### config.mk
export PLATFORM = sky130hd
export DESIGN_NAME = reorder_buffer
export DESIGN_NICKNAME = d
export VERILOG_FILES = /design/src/rtl/reorder_buffer.sv
export SDC_FILE = /design/constraint.sdc
export NUM_CORES = 1
export LEC_CHECK = 0
export CORE_MARGIN = 5
export CORE_UTILIZATION = 59
export DETAILED_ROUTE_END_ITERATION = 16
export PLACE_DENSITY = 0.82
export SLEW_MARGIN = 20
export SYNTH_ARGS = -nofsm -noshare
export SYNTH_HDL_FRONTEND = slang
export SYNTH_SLANG_ARGS = --single-unit
### constraint.sdc
create_clock -name clk_in -period 5.4 [get_ports clk_in]
set_input_delay 1.08 -clock clk_in [delete_from_list [all_inputs] [get_ports clk_in]]
set_output_delay 1.08 -clock clk_in [all_outputs]
set_load 0.02 [all_outputs]
### src/rtl/reorder_buffer.sv
`default_nettype none
// ============================================================================
//  Module   : reorder_buffer
//  Brief    : In-order commit buffer with dual writeback ports, a registered
//             CDB/register-write broadcast and branch-mispredict flush.
//  Revision : 1.0
// ============================================================================
module reorder_buffer #(
    parameter int DEPTH = 8
) (
    input  logic        clk_in,
    input  logic        rst_in,
    input  logic        rdy_in,

    input  logic        alloc_valid,
    input  logic [4:0]  alloc_rd,
    input  logic        alloc_branch,
    input  logic        alloc_pred_taken,
    input  logic [31:0] alloc_alt_addr,
    output logic [3:0]  alloc_tag,
    output logic        rob_full,

    input  logic        rs_submit_valid,
    input  logic [3:0]  rs_submit_tag,
    input  logic [31:0] rs_submit_val,

    input  logic        lsb_submit_valid,
    input  logic [3:0]  lsb_submit_tag,
    input  logic [31:0] lsb_submit_val,

    output logic        cdb_active,
    output logic [3:0]  cdb_tag,
    output logic [31:0] cdb_val,

    output logic [4:0]  commit_rd,
    output logic [31:0] commit_val,

    output logic        flush,
    output logic [31:0] flush_addr
);

    localparam int c_ptr_w = (DEPTH > 1) ? $clog2(DEPTH) : 1;
    localparam int c_cnt_w = $clog2(DEPTH + 1);

    typedef logic [c_ptr_w-1:0] ptr_t;
    typedef logic [c_cnt_w-1:0] cnt_t;

    localparam ptr_t c_last_ptr  = ptr_t'(DEPTH - 1);
    localparam cnt_t c_depth_cnt = cnt_t'(DEPTH);

    ptr_t             r_head;
    ptr_t             r_tail;
    cnt_t             r_count;
    logic [DEPTH-1:0] r_busy;
    logic [DEPTH-1:0] r_ready;
    logic [DEPTH-1:0] r_branch;
    logic [DEPTH-1:0] r_pred;
    logic [4:0]       r_rd  [DEPTH];
    logic [31:0]      r_val [DEPTH];
    logic [31:0]      r_alt [DEPTH];

    logic [DEPTH-1:0] w_rs_hit;
    logic [DEPTH-1:0] w_lsb_hit;
    logic [DEPTH-1:0] w_alloc_hit;
    logic [DEPTH-1:0] w_commit_hit;
    logic             w_alloc_fire;
    logic             w_commit;
    logic             w_head_taken;
    logic             w_mispredict;
    logic             w_retire_reg;

    function automatic ptr_t ptr_next(input ptr_t p);
        return (p == c_last_ptr) ? '0 : p + ptr_t'(1);
    endfunction

    function automatic logic [3:0] tag_of(input ptr_t p);
        return 4'(p) + 4'd1;
    endfunction

    assign rob_full  = (r_count == c_depth_cnt);
    assign alloc_tag = rob_full ? 4'd0 : tag_of(r_tail);

    assign w_alloc_fire = alloc_valid & ~rob_full;
    // Head eligibility uses only registered ready, so a same-edge writeback waits a cycle.
    assign w_commit     = r_busy[r_head] & r_ready[r_head];
    assign w_head_taken = r_val[r_head][0];
    assign w_mispredict = w_commit & r_branch[r_head] & (w_head_taken != r_pred[r_head]);
    assign w_retire_reg = w_commit & ~r_branch[r_head];

    // Tag 0 and tags beyond DEPTH never match any entry, so they fall out naturally.
    for (genvar i = 0; i < DEPTH; i++) begin : g_entry
        assign w_rs_hit[i]     = rs_submit_valid  & (rs_submit_tag  == 4'(i + 1)) & r_busy[i];
        assign w_lsb_hit[i]    = lsb_submit_valid & (lsb_submit_tag == 4'(i + 1)) & r_busy[i];
        assign w_alloc_hit[i]  = w_alloc_fire & (r_tail == ptr_t'(i));
        assign w_commit_hit[i] = w_commit & (r_head == ptr_t'(i));
    end

    always_ff @(posedge clk_in) begin
        if (rst_in) begin
            r_head     <= '0;
            r_tail     <= '0;
            r_count    <= '0;
            r_busy     <= '0;
            r_ready    <= '0;
            r_branch   <= '0;
            r_pred     <= '0;
            for (int i = 0; i < DEPTH; i++) begin
                r_rd[i]  <= '0;
                r_val[i] <= '0;
                r_alt[i] <= '0;
            end
            cdb_active <= 1'b0;
            cdb_tag    <= '0;
            cdb_val    <= '0;
            commit_rd  <= '0;
            commit_val <= '0;
            flush      <= 1'b0;
            flush_addr <= '0;
        end else if (rdy_in) begin
            cdb_active <= 1'b0;
            flush      <= 1'b0;
            commit_rd  <= '0;

            if (w_mispredict) begin
                // Everything younger than the branch is wrong-path: drop it all.
                flush      <= 1'b1;
                flush_addr <= r_alt[r_head];
                r_busy     <= '0;
                r_ready    <= '0;
                r_head     <= '0;
                r_tail     <= '0;
                r_count    <= '0;
            end else begin
                if (w_retire_reg) begin
                    cdb_active <= 1'b1;
                    cdb_tag    <= tag_of(r_head);
                    cdb_val    <= r_val[r_head];
                    commit_rd  <= r_rd[r_head];
                    commit_val <= r_val[r_head];
                end

                if (w_commit)
                    r_head <= ptr_next(r_head);
                if (w_alloc_fire)
                    r_tail <= ptr_next(r_tail);

                case ({w_alloc_fire, w_commit})
                    2'b10:   r_count <= r_count + cnt_t'(1);
                    2'b01:   r_count <= r_count - cnt_t'(1);
                    default: r_count <= r_count;
                endcase

                for (int i = 0; i < DEPTH; i++) begin
                    if (w_commit_hit[i]) begin
                        r_busy[i]  <= 1'b0;
                        r_ready[i] <= 1'b0;
                    end else if (w_alloc_hit[i]) begin
                        r_busy[i]   <= 1'b1;
                        r_ready[i]  <= 1'b0;
                        r_rd[i]     <= alloc_rd;
                        r_branch[i] <= alloc_branch;
                        r_pred[i]   <= alloc_pred_taken;
                        r_alt[i]    <= alloc_alt_addr;
                    end else if (w_rs_hit[i]) begin
                        r_val[i]   <= rs_submit_val;
                        r_ready[i] <= 1'b1;
                    end else if (w_lsb_hit[i]) begin
                        r_val[i]   <= lsb_submit_val;
                        r_ready[i] <= 1'b1;
                    end
                end
            end
        end
    end

endmodule
`default_nettype wire

==> results of run 1 <==
stage by stage:
| step | utilization, % | area, um2 | setup slack [ns] |
|---|---|---|---|
| after CTS | 69.1 | 36500 | 1.23 |
| after global placement | 64.9 | 34200 | 0.919 |
| after floorplan | - | 31600 | 1.37 |
| after global routing | 69.1 | 36500 | 0.941 |
| after detailed placement | 64.9 | 34200 | 0.957 |
| final | 69.1 | 36500 | 1.20 |
routing by layer:
layer,up-vias,GRT usage (%),wire length (um)
met2,1413,48.8,43100
met4,0,11.8,3230
met3,228,5.32,8850
met1,10676,38.7,31000
li1,9249,-,-
met5,-,0,0
how the worst max path moves through the flow:
| stage | from | to | slack [ns] | cells past startpoint |
|---|---|---|---|---|
| after floorplan | rdy_in | r_val[5][0]$_DFFE_PP_ | 1.37 | 7 |
| after global placement | rdy_in | r_val[0][25]$_SDFFCE_PN0P_ | 0.92 | 9 |
| after detailed placement | rdy_in | r_val[0][27]$_SDFFCE_PN0P_ | 0.96 | 9 |
| final | r_head[0]$_SDFFE_PP0P_ | r_val[0][21]$_SDFFCE_PN0P_ | 1.20 | 7 |
| after CTS | r_head[0]$_SDFFE_PP0P_ | r_val[0][30]$_SDFFCE_PN0P_ | 1.23 | 7 |
| after global routing | r_head[0]$_SDFFE_PP0P_ | r_val[0][31]$_SDFFCE_PN0P_ | 0.94 | 7 |
area by class of cell:
class,count,area (um2)
Clock inverter,40,323
Timing Repair Buffer,291,2810
Multi-Input combinational cell,1520,11400
Fill cell,3475,16300
Antenna cell,3,7.51
Sequential cell,672,19000
Tap cell,688,861
Clock buffer,88,1890
Inverter,53,199
worst min-delay path, cell delays in order (launching register included):
cell	delay, ns
dfxtp_1	0.31
nand2_1	0.05
a21oi_1	0.05
cell usage in the layout, fill, tap and decap left out, types with 5 or more instances in the layout:
cell,instances
mux2i_1,205
a211oi_2,10
inv_1,49
a31oi_1,5
clkbuf_16,72
edfxtp_1,552
a21oi_1,126
nor2_1,409
nand4_1,9
nand2b_1,126
o211ai_1,5
o221ai_1,6
nand2_1,255
clkdlybuf4s50_1,227
buf_4,59
mux4_2,144
mux2_2,7
clkinv_2,18
a22oi_1,42
ha_1,14
dfxtp_1,115
a211oi_1,56
o21ai_0,6
nand2b_2,9
clkinv_1,12
clkbuf_1,13
nand3_1,11
kinds of logic (layout without fill, tap and decap cells):
group	count (synthesis)	count (layout)	synth area share, %
mux	358	358	17.1
simple gates	868	868	12.3
fa+ha+maj	14	14	0.555
compound gates	276	276	5.76
flops	672	672	60.1
buf+inv	261	472	4.02
other cells	0	3	0
xor+xnor	4	4	0.135
power groups by stage:
stage	Sequential, mW	Combinational [mW]	Clock [mW]
after floorplan	5.96	0.328	0
after detailed placement	5.99	0.618	0
final	5.88	0.633	4.69
after global routing	5.89	0.668	4.95
after CTS	5.88	0.625	4.73
after global placement	5.97	0.599	0
registers in the layout, indices dropped and copies added, names as in the netlist, named ones only:
register,count
r_tail,3
r_alt,256
cdb_tag,4
r_pred,8
r_ready,8
cdb_active,1
commit_rd,5
r_count,4
r_head,3
commit_val,32
r_val,256
flush_addr,32
r_branch,8
flush,1
r_rd,40
r_busy,8
==> flow_summary.toml, run 1 <==
[timing]
fin_skew_ns = 0.0257
tightest_slew_ns = 1.24
finalSetupViolations = 0
drv_slew = 0
maxSlewHeadroom_pct = 17.4
rsz0062_at_grt = "false"
fin_setup_tns_ns = 0
hold_viol_final = 0
max_freq_ghz = 0.238
hold_ws_ns = 0.460
post-route-min-period_ns = 4.20
fin_crit_sh_pct = 77.8

[setup_path]
crit_type = "flop to flop"
r2r-start = "r_head[0]$_SDFFE_PP0P_"
cp_cell_sequence = "mux4_2, mux2i_2, xor2_2, nand3_1, nand3_1, nand2b_1, buf_4"
crit-reg2reg-capture = "r_val[0][21]$_SDFFCE_PN0P_"
reg2reg_depth = 7
start_kind = "flop"
critPathCaptureType = "flop"
r2r_setup_slack_ns = 1.20
timing.critical_path.buf_inv = 1
slowest_delay_ns = 0.80
critPathMaxFanout = 35
crit_slowest_cell = "dfxtp_4"
crit_arrival_ns = 4.54
cp.required_ns = 5.74
critical-path-top-delay-family = "simple AND/OR/NAND/NOR gates"
crit_top_cell = "nand3_1"

[power]
p_leak_nw = 13.4
p_total_mw = 11.2
ir_drop_v = 0.000289
switchingPower_mw = 2.46
pwr_density_cell_nw_per_um2 = 307
clkPwrFrac_pct = 41.9
p_int_mw = 8.74
p_sw_share_pct = 21.9
p_comb_share_pct = 5.6
pwr-share-seq_pct = 52.5

[clock_network]
cts.reportedPaths.clkPinSlew_ns = 0.06
cts_inserted_buffers = 70
post_cts_buffers = 0
holdBufCountCts = 0
cts_root_buffer = "clkbuf_16"
clock_path_buffers = 3
cts_tree = "built"
cts.repair.resized = 0
cts.sinks = 672
clk-insertion-delay-late_ns = 0.61
htree_levels = 3

[synth]
ys.flop_type = "edfxtp_1"
post-synth-top-area-cell = "edfxtp_1"
ys_types = 70
synth_most_common_cell = "edfxtp_1"
synth_edf_count = 552
synth-seq-area-share_pct = 60.1
synth_top_area_share_pct = 52.5
yosys-top-cells-area = "edfxtp_1, mux4_2, dfxtp_1"
netlist_area_um2 = 31600
synth.net_count = 2584
netlist_top_cells_count = "edfxtp_1, nor2_1, nand2_1, mux2i_1, mux4_2"
netlist_instances = 2453
async_reset_ff_share_pct = 0
yosys_warnings = 0
avgSynthCellArea_um2 = 12.9
synth-seq-cells = 672

[placement]
io_buffers = 228
dp_hpwl_um = 51800
dpl.cell_count = 3224
gp_congestion = 0.898

[flow_run]
cap_viol_max_count = 0

[floorplan]
fp.dieArea_um2 = 58200
core_um2 = 52800
initial_core_util_pct = 59.8
dieWidth_um = 241
die_h_um = 241
ios = 229
rows = 84

[worst_hold_path]
hold_end = "cdb_tag[1]$_SDFFE_PP0P_"
worstHoldStart = "cdb_tag[1]$_SDFFE_PP0P_"
hp-class = "flop to flop"
min_path_cells = 2

[grt]
grt_max_degree = 81
grt_pass1_vias = 22029
antenna_found_initial = 1
grt_pass1_wl_um = 129000
grt.total_usage_pct = 29.3
overflow = 0

[drt]
first_pass_iters = 6
via_per_inst = 6.43
drcViolationCount = 0
avgRoutedWirePerCell_um = 25.7
drt_iter0_markers = 2404
vias = 21566
postRouteAntennaNets = 0
drt-total-wl_um = 86200

[final_layout]
drive_gt1_share_pct = 13.8
fin_nets = 2739
stdcell_count = 3355
areaGrowthSynthToFinish_pct = 15.5

[outcome]
status = "finished, final reports clean"
Power figures use the tool's default switching activity.
==> run 2, diff against run 1 <==
--- a/config.mk
+++ b/config.mk
@@ -6,9 +6,9 @@
 export NUM_CORES = 1
 export LEC_CHECK = 0
 export CORE_MARGIN = 5
-export CORE_UTILIZATION = 59
+export CORE_UTILIZATION = 53
 export DETAILED_ROUTE_END_ITERATION = 16
-export PLACE_DENSITY = 0.82
+export PLACE_DENSITY = 0.78
 export SLEW_MARGIN = 20
 export SYNTH_ARGS = -nofsm -noshare
 export SYNTH_HDL_FRONTEND = slang
==> constraint.sdc (replaced) <==
create_clock -name clk_in -period 3.4 [get_ports clk_in]
set_input_delay 0.68 -clock clk_in [delete_from_list [all_inputs] [get_ports clk_in]]
set_output_delay 0.68 -clock clk_in [all_outputs]
set_load 0.02 [all_outputs]
==> run 2 against run 1 <==
Core utilization fell by 6.2 points. Critical path type is now flop to output port. Design area is 1.8% higher. Wire length down 0.26%. Combinational power up 64%. Die area increased by 11%. Global-route usage down 3.0 points. Count of clock-buffer cells in the layout increased by 8. Critical endpoint is now alloc_tag[3].
==> flow_summary.toml, run 2 (synthesis results as in run 1) <==
[outcome]
status = "finished, final reports clean"

[setup_path]
critPathCaptureType = "output port"
cp.required_ns = 2.72
crit_arrival_ns = 2.57
crit_type = "flop to output port"
reg2reg_depth = 7
critPathMaxFanout = 7
start_kind = "flop"
r2r_setup_slack_ns = 0.26

[clock_network]
cts.repair.resized = 0
cts_root_buffer = "clkbuf_16"
cts_tree = "built"
cts.reportedPaths.clkPinSlew_ns = 0.07
htree_levels = 3
cts.sinks = 672
cts_inserted_buffers = 70
clk-insertion-delay-late_ns = 0.63
clock_path_buffers = 3
holdBufCountCts = 0
post_cts_buffers = 0

[grt]
grt_pass1_wl_um = 130000
antenna_found_initial = 1
overflow = 0
grt.total_usage_pct = 26.3
grt_max_degree = 178
grt_pass1_vias = 22053

[drt]
avgRoutedWirePerCell_um = 24.8
via_per_inst = 6.22
drt_iter0_markers = 2648
drt-total-wl_um = 86000
postRouteAntennaNets = 0
drcViolationCount = 0
vias = 21508
first_pass_iters = 6

[floorplan]
dieWidth_um = 254
die_h_um = 254
fp.dieArea_um2 = 64500
initial_core_util_pct = 53.5
ios = 229
rows = 89
core_um2 = 59000

[timing]
post-route-min-period_ns = 3.25
drv_slew = 0
maxSlewHeadroom_pct = 39.0
tightest_slew_ns = 0.915
hold_viol_final = 0
max_freq_ghz = 0.308
fin_skew_ns = 0.0339
fin_crit_sh_pct = 95.4
finalSetupViolations = 0
fin_setup_tns_ns = 0
rsz0062_at_grt = "false"

[placement]
dp_hpwl_um = 50900
gp_congestion = 0.902
io_buffers = 228

[final_layout]
reg.largest.list = "r_alt: 256 flops, r_val: 256 flops, r_rd: 40 flops"
fin_nets = 2759
drive_gt1_share_pct = 14.6
utilization_pct = 62.9
layout_commonest_cell = "edfxtp_1"
areaGrowthSynthToFinish_pct = 17.6
layout_common_cells = "edfxtp_1, nor2_1, nand2_1"

[worst_hold_path]
hp-class = "flop to flop"
min_path_cells = 2

[flow_run]
cap_viol_max_count = 0

[power]
p_leak_nw = 13.7
ir_drop_v = 0.000484
pwr_density_cell_nw_per_um2 = 492
-- run 2: changes by cell type in the layout (fill, tap and decap cells not counted), moves of 3 or more --
cell	before	now
buf_12	4	24
clkbuf_8	3	9
clkinv_1	12	6
clkinv_2	18	13
clkinvlp_4	3	0
-- run 2: worst max-delay path, stage by stage (launching register included) --
cell             delay, ns
dfxtp_1               0.50
nor4b_4               0.12
nor4_1                0.57
clkdlybuf4s50_1       0.75
-- run 2: power by group --
part	internal (mW)	total, mW	switching, mW
clock network	4.55	7.89	3.35
logic	0.409	1.04	0.628
registers	9.23	9.33	0.101
total	14.2	18.3	4.08
-- run 2: area by class of cell --
type	count	area (um2)
fill	4225	21900
sequential	672	19000
multi-input combinational	1520	11400
timing repair buffer	311	3210
clock buffer	96	1980
tap	773	967
clock inverter	34	405
inverter	53	199
antenna	1	2.50
-- run 2: worst paths after layout --
| path | from | to |
|---|---|---|
| min reg2reg | flush$_SDFFE_PP0P_ | flush$_SDFFE_PP0P_ |
| max | r_count[1]$_SDFFE_PP0P_ | alloc_tag[3] |
| min | flush$_SDFFE_PP0P_ | flush$_SDFFE_PP0P_ |
| max reg2reg | r_head[0]$_SDFFE_PP0P_ | r_val[6][4]$_SDFFCE_PP0P_ |
-- run 2: per-layer routing --
layer | GRT usage [%] | vias to the layer above | wire, um
met5 | 0 | - | 0
met4 | 9.86 | 0 | 2900
met3 | 5.22 | 218 | 8850
met2 | 44.1 | 1317 | 43000
met1 | 34.4 | 10674 | 31200
li1 | - | 9299 | -
-- run 2: metrics by stage --
step / worst slack [ns] / std cells / power, mW / area [um2] / hold WS, ns
after floorplan: 0.0262 / 2453 / 9.99 / 31600 / 0.446
after global placement: 0.274 / 3329 / 10.5 / 34700 / 0.453
after detailed placement: 0.258 / 3329 / 10.5 / 34700 / 0.462
after CTS: 0.205 / 3459 / 18.3 / 37100 / 0.471
after global routing: 0.129 / 3459 / 18.7 / 37100 / 0.495
final: 0.155 / 3460 / 18.3 / 37100 / 0.464
